`src/rtl/mem_access_ctrl_if.sv`:
```
// Bundles the pipeline request/response handshake and the data-memory port of mem_access_ctrl.
// The slave modport is the controller's view; master is the pipeline/memory side.
interface mem_access_ctrl_if;
  logic        req_valid;
  logic        req_ready;
  logic        req_write;
  logic [1:0]  req_size;
  logic        req_unsigned;
  logic [31:0] req_addr;
  logic [31:0] req_wdata;
  logic        resp_valid;
  logic        resp_ready;
  logic [31:0] resp_rdata;
  logic        resp_error;
  logic [31:0] mem_address;
  logic [31:0] mem_write_data;
  logic        mem_write;
  logic        mem_read;
  logic [31:0] mem_read_data;

  modport slave (
    input  req_valid, req_write, req_size, req_unsigned, req_addr, req_wdata,
    input  resp_ready, mem_read_data,
    output req_ready, resp_valid, resp_rdata, resp_error,
    output mem_address, mem_write_data, mem_write, mem_read
  );

  modport master (
    output req_valid, req_write, req_size, req_unsigned, req_addr, req_wdata,
    output resp_ready, mem_read_data,
    input  req_ready, resp_valid, resp_rdata, resp_error,
    input  mem_address, mem_write_data, mem_write, mem_read
  );
endinterface

```
`src/rtl/mem_access_ctrl.sv`:
```
// Load/store unit front end: checks alignment and range, extracts/extends loads and performs
// read-modify-write for byte and halfword stores against a word-wide data memory.
module mem_access_ctrl #(
  parameter int unsigned ADDR_LIMIT = 256
) (
  input logic              CLK,
  input logic              RST,
  mem_access_ctrl_if.slave bus
);

  typedef enum logic [1:0] {StIdle, StRead, StWrite, StResp} state_e;

  state_e      state_q, state_d;
  logic        write_q;
  logic [1:0]  size_q;
  logic        unsigned_q;
  logic [1:0]  off_q;
  logic [31:0] wdata_q;
  logic        err_q;
  logic [31:0] rdata_q;
  logic [31:0] mem_addr_q;
  logic [31:0] mem_wdata_q;

  logic        accept;
  logic        req_err;
  logic        resp_done;
  logic [4:0]  shamt;
  logic [31:0] lane;
  logic [31:0] load_ext;
  logic [31:0] lane_mask;
  logic [31:0] merged;

  always_comb begin
    accept    = (state_q == StIdle) && bus.req_valid;
    resp_done = (state_q == StResp) && bus.resp_ready;
    req_err   = (bus.req_size == 2'b11) ||
                ((bus.req_size == 2'b01) && bus.req_addr[0]) ||
                ((bus.req_size == 2'b10) && (bus.req_addr[1:0] != 2'b00)) ||
                (bus.req_addr >= ADDR_LIMIT);
  end

  // Lane extraction for loads and lane merge for sub-word stores share one shift amount.
  always_comb begin
    shamt = {off_q, 3'b000};
    lane  = bus.mem_read_data >> shamt;
    case (size_q)
      2'b00: begin
        load_ext  = unsigned_q ? {24'h0, lane[7:0]} : {{24{lane[7]}}, lane[7:0]};
        lane_mask = 32'h0000_00ff << shamt;
      end
      2'b01: begin
        load_ext  = unsigned_q ? {16'h0, lane[15:0]} : {{16{lane[15]}}, lane[15:0]};
        lane_mask = 32'h0000_ffff << shamt;
      end
      default: begin
        load_ext  = bus.mem_read_data;
        lane_mask = 32'hffff_ffff;
      end
    endcase
    merged = (bus.mem_read_data & ~lane_mask) | ((wdata_q << shamt) & lane_mask);
  end

  always_comb begin
    state_d = state_q;
    unique case (state_q)
      StIdle: begin
        if (bus.req_valid) begin
          if (req_err)                     state_d = StResp;
          else if (!bus.req_write)         state_d = StRead;
          else if (bus.req_size == 2'b10)  state_d = StWrite;
          else                             state_d = StRead;
        end
      end
      StRead:  state_d = write_q ? StWrite : StResp;
      StWrite: state_d = StResp;
      StResp:  if (bus.resp_ready) state_d = StIdle;
      default: state_d = StIdle;
    endcase
  end

  always_comb begin
    bus.req_ready      = (state_q == StIdle);
    bus.resp_valid     = (state_q == StResp);
    bus.resp_rdata     = rdata_q;
    bus.resp_error     = err_q;
    bus.mem_read       = (state_q == StRead);
    bus.mem_write      = (state_q == StWrite);
    bus.mem_address    = mem_addr_q;
    bus.mem_write_data = mem_wdata_q;
  end

  always_ff @(posedge CLK or posedge RST) begin
    if (RST) begin
      state_q     <= StIdle;
      write_q     <= 1'b0;
      size_q      <= 2'b00;
      unsigned_q  <= 1'b0;
      off_q       <= 2'b00;
      wdata_q     <= 32'h0;
      err_q       <= 1'b0;
      rdata_q     <= 32'h0;
      mem_addr_q  <= 32'h0;
      mem_wdata_q <= 32'h0;
    end else begin
      state_q <= state_d;
      if (accept) begin
        write_q     <= bus.req_write;
        size_q      <= bus.req_size;
        unsigned_q  <= bus.req_unsigned;
        off_q       <= bus.req_addr[1:0];
        wdata_q     <= bus.req_wdata;
        err_q       <= req_err;
        rdata_q     <= 32'h0;
        mem_addr_q  <= req_err ? 32'h0 : {bus.req_addr[31:2], 2'b00};
        mem_wdata_q <= (!req_err && bus.req_write && (bus.req_size == 2'b10)) ?
                       bus.req_wdata : 32'h0;
      end
      if (state_q == StRead) begin
        if (write_q) mem_wdata_q <= merged;
        else         rdata_q     <= load_ext;
      end
      // Memory port returns to zero once the response is consumed.
      if (resp_done) begin
        err_q       <= 1'b0;
        rdata_q     <= 32'h0;
        mem_addr_q  <= 32'h0;
        mem_wdata_q <= 32'h0;
      end
    end
  end

endmodule

```
`src/flat_wrapper.sv`:
```
// flat-port wrapper written by rule: the top's interface ports become plain ports
module mem_access_ctrl_flat 
#(
  parameter int unsigned ADDR_LIMIT = 256
)
  (CLK, RST, bus_req_valid, bus_req_write, bus_req_size, bus_req_unsigned, bus_req_addr, bus_req_wdata, bus_resp_ready, bus_mem_read_data, bus_req_ready, bus_resp_valid, bus_resp_rdata, bus_resp_error, bus_mem_address, bus_mem_write_data, bus_mem_write, bus_mem_read);
  mem_access_ctrl_if bus_i ();
  input logic CLK;
  input logic RST;
  input wire logic [$bits(bus_i.req_valid)-1:0] bus_req_valid;
  input wire logic [$bits(bus_i.req_write)-1:0] bus_req_write;
  input wire logic [$bits(bus_i.req_size)-1:0] bus_req_size;
  input wire logic [$bits(bus_i.req_unsigned)-1:0] bus_req_unsigned;
  input wire logic [$bits(bus_i.req_addr)-1:0] bus_req_addr;
  input wire logic [$bits(bus_i.req_wdata)-1:0] bus_req_wdata;
  input wire logic [$bits(bus_i.resp_ready)-1:0] bus_resp_ready;
  input wire logic [$bits(bus_i.mem_read_data)-1:0] bus_mem_read_data;
  output wire logic [$bits(bus_i.req_ready)-1:0] bus_req_ready;
  output wire logic [$bits(bus_i.resp_valid)-1:0] bus_resp_valid;
  output wire logic [$bits(bus_i.resp_rdata)-1:0] bus_resp_rdata;
  output wire logic [$bits(bus_i.resp_error)-1:0] bus_resp_error;
  output wire logic [$bits(bus_i.mem_address)-1:0] bus_mem_address;
  output wire logic [$bits(bus_i.mem_write_data)-1:0] bus_mem_write_data;
  output wire logic [$bits(bus_i.mem_write)-1:0] bus_mem_write;
  output wire logic [$bits(bus_i.mem_read)-1:0] bus_mem_read;
  assign bus_i.req_valid = bus_req_valid;
  assign bus_i.req_write = bus_req_write;
  assign bus_i.req_size = bus_req_size;
  assign bus_i.req_unsigned = bus_req_unsigned;
  assign bus_i.req_addr = bus_req_addr;
  assign bus_i.req_wdata = bus_req_wdata;
  assign bus_i.resp_ready = bus_resp_ready;
  assign bus_i.mem_read_data = bus_mem_read_data;
  assign bus_req_ready = bus_i.req_ready;
  assign bus_resp_valid = bus_i.resp_valid;
  assign bus_resp_rdata = bus_i.resp_rdata;
  assign bus_resp_error = bus_i.resp_error;
  assign bus_mem_address = bus_i.mem_address;
  assign bus_mem_write_data = bus_i.mem_write_data;
  assign bus_mem_write = bus_i.mem_write;
  assign bus_mem_read = bus_i.mem_read;
  mem_access_ctrl #(.ADDR_LIMIT(ADDR_LIMIT)) u_core (.CLK(CLK), .RST(RST), .bus(bus_i));
endmodule
```
`config.mk`:
```
export PLATFORM = sky130hd
export DESIGN_NAME = mem_access_ctrl_flat
export DESIGN_NICKNAME = d
export VERILOG_FILES = /design/src/rtl/mem_access_ctrl_if.sv /design/src/rtl/mem_access_ctrl.sv /design/src/flat_wrapper.sv
export SDC_FILE = /design/constraint.sdc
export NUM_CORES = 1
export LEC_CHECK = 0
export CAP_MARGIN = 30
export CORE_MARGIN = 3
export CORE_UTILIZATION = 50
export DETAILED_ROUTE_END_ITERATION = 7
export PLACE_DENSITY = 0.83
export REMOVE_ABC_BUFFERS = 1
export SETUP_SLACK_MARGIN = 0.15
export SLEW_MARGIN = 10
export SYNTH_ARGS = -nofsm -noshare
export SYNTH_HDL_FRONTEND = slang
export SYNTH_SLANG_ARGS = --single-unit
```
`constraint.sdc`:
```
create_clock -name CLK -period 11.3 [get_ports CLK]
set_clock_uncertainty 0.15 [all_clocks]
set_input_delay 2.26 -clock CLK [delete_from_list [all_inputs] [get_ports CLK]]
set_output_delay 2.26 -clock CLK [all_outputs]
set_load 0.05 [all_outputs]
```
==> metrics <==
via/cell ratio 6.17; max_cap viols 0; WS Path Type reg -> out; htree depth 4; max-slew violations 0; die area 0.0158 mm2; most common cell in the netlist dfrtp_1; CP required 8890 ps; Post-CTS Setup Inserts 0; Filler Cell Count 1028; CP cell instances inv_1 > ha_1 > buf_4 > clkdlybuf4s50_1; status completed; ranking of synthesized cells by area dfrtp_1 (47%), a21oi_1 (7.6%), mux2i_1 (6.6%); asr flop ratio synth 100%; Post-DP HPWL 14900 um; IO Pins 205; Post-synth EDFFs 0; post-synthesis instance total 742; Syn Std Cell Area 0.00715 mm2; Area growth, synth to finish 37.6%; Hold Path Cell Cnt 2; number of port buffers 202; post-synth top area cell dfrtp_1; Yosys top cell area share 47.2%; Multi-input gate area 0.00340 mm2; PwrDens 294 mW/mm2; initial antenna violation count 1; DIE WIDTH 126 um; Reg clk slew, reported paths 60 ps; Pleak 0.00436 uW; CTS root buffer clkbuf_16; type of the tightest min-delay check reg -> reg; Final Net Count 1014; critical path data arrival time 2250 ps; Max FO, Critical Path 30; PostCTS Resize Cnt 0; Inserted Clock Buffers 17; Most used DFF post-synth dfrtp_1; Final Hold Fails 0; Final Wtd Congestion 0.884; hold_ws 330 ps; Yosys warning total 0; CTS hold repair buffers 0; Slowest cell on crit path clkdlybuf4s50_1; WP depth 4; CP Capture Type primary output; Synth cell types 47; combinational power share 52.9%; core area 0.0139 mm2; Slew @ Worst Pin 870 ps; fmax 0.215 GHz; gr usage total 28.4%; # clock sinks 135; Startpoint Class flip-flop; Post-Route Setup TNS 0 ps; via count 6791; Final setup viols 0; Psw 1320 uW; final worst-path cycle share 41.2%; drt first pass iters 5; register area 0.00338 mm2; Sw Ratio 45.6%; largest net degree at the start of global routing 70; Reg2Reg Depth 9; Wirelength per Cell 20.4 um; most frequent cells after synthesis dfrtp_1 (135), a21oi_1 (108), nand2_1 (71); internal power 1570 uW; Max transition margin 42.0%; Seq cells post-synth 135; Post-Route WL 22400 um; clock buffer depth 2; grt ovf 0; share of layout cells above drive strength 1 7.07%; residual DRC count 0; Buf/Inv on CP 3; slowest stage delay, CP 860 ps; RSZ-0062 raised after global routing false; initial drt markers 615; CTS tree yes; vias in the first global route 6735; clock latency on the worst-skew pair 420 ps; Starting Density 51.3%; Peak VDD IR 0.138 mV; first-pass GRT wire length 36200 um; Final ANT Viol Nets 0; Clock Power Share 20.2%; Seq pwr share 26.9%; CP top delay family buffers and inverters; min cycle time layout 4660 ps; syn_area_per_cell 9.64 um2; Seq/Total Area, Yosys 47.2%; row count 43; Die Y 126 um
[metrics by stage]
step | cell area, um2 | worst slack [ps] | instances | power [uW] | util, %
after floorplan | 6800 | 5280 | 667 | 1780 | -
after global placement | 9170 | 6580 | 1064 | 2250 | 65.8
after detailed placement | 9190 | 6500 | 1066 | 2290 | 65.9
after CTS | 9810 | 6640 | 1098 | 2880 | 70.4
after global routing | 9840 | 6560 | 1100 | 3040 | 70.6
final | 9840 | 6640 | 1100 | 2890 | 70.6
[final timing paths]
check | start | endpoint | slack [ps]
worst max register to register | u_core.state_q[0]$_DFFE_PP0P_ | u_core.bus.resp_rdata[21]$_DFF_PP0_ | 8490
worst min-delay path | u_core.wdata_q[21]$_DFFE_PP0P_ | u_core.wdata_q[21]$_DFFE_PP0P_ | 330
max in group asynchronous | RST | u_core.bus.resp_rdata[13]$_DFF_PP0_ | 7560
worst max-delay path | u_core.state_q[0]$_DFFE_PP0P_ | bus_req_ready | 6640
worst min register to register | u_core.wdata_q[21]$_DFFE_PP0P_ | u_core.wdata_q[21]$_DFFE_PP0P_ | 330
min in group asynchronous | RST | u_core.bus.mem_address[14]$_DFFE_PP0P_ | 2140
[final cells by class]
| type | instances | area share [%] |
|---|---|---|
| inverters | 6 | 0.280 |
| clock inverters | 13 | 1.82 |
| well taps | 180 | 2.29 |
| multi-input cells | 526 | 34.6 |
| clock buffers | 19 | 4.50 |
| repair buffers | 220 | 22.2 |
| flip-flops and latches | 135 | 34.3 |
| diodes | 1 | 0.0254 |
[sequential cells by signal, summed over array words and instances (netlist names)]
name and cells:
u_core.wdata_q 32, u_core.unsigned_q 1, u_core.write_q 1, u_core.off_q 2, u_core.bus.resp_error 1, u_core.bus.mem_address 30
u_core.bus.mem_write_data 32, u_core.bus.resp_rdata 32, u_core.size_q 2, u_core.state_q 2
[worst min-delay path: stages (launching register included)]
cell and delay, ps:
dfrtp_1 340, nand2_1 50, nand2_1 60
[logic make-up after synthesis]
| logic type | Yosys count | synth area share (%) |
|---|---|---|
| muxes | 49 | 7.21 |
| adders and majority gates | 4 | 0.700 |
| DFF | 135 | 47.2 |
| and+or+nand+nor | 235 | 17.9 |
| buffers and inverters | 82 | 5.34 |
| AOI/OAI and AO/OA | 236 | 21.6 |
| other | 1 | 0.0524 |
[power groups by stage]
| stage | registers [uW] | logic, uW | clock network [uW] |
|---|---|---|---|
| 5_1_grt | 793 | 1640 | 608 |
| 2_1_floorplan | 1110 | 673 | 0 |
| 4_1_cts | 774 | 1520 | 589 |
| 3_5_place_dp | 779 | 1510 | 0 |
| 3_3_place_gp | 777 | 1470 | 0 |
| 6_report | 777 | 1530 | 584 |
[cell usage in the layout, fill, tap and decap left out, types with 7 or more instances in the layout]
| cell type | count |
|---|---|
| nor3b_1 | 8 |
| clkdlybuf4s50_1 | 202 |
| a221oi_1 | 32 |
| and2_1 | 26 |
| clkbuf_16 | 17 |
| buf_4 | 15 |
| mux2i_1 | 47 |
| nand2_1 | 70 |
| o2bb2ai_1 | 21 |
| nor4_1 | 7 |
| nand4_1 | 31 |
| a41oi_1 | 7 |
| nor3_1 | 12 |
| and3b_1 | 8 |
| and3_1 | 33 |
| dfrtp_1 | 134 |
| nor2_1 | 13 |
| nand3_1 | 10 |
| a21oi_1 | 108 |
| a21o_1 | 26 |
| o21ai_0 | 26 |
[routing by layer]
layer	track usage (%)	share of wire (%)	vias to the layer above	wire (um)
li1	-	-	3076	-
met1	37.7	42	3280	9330
met2	45.1	47	381	10600
met3	6.62	8.0	54	1800
met4	11.3	3.1	0	690
met5	0	0	-	0
No activity file was read; power rests on OpenSTA's default activity.
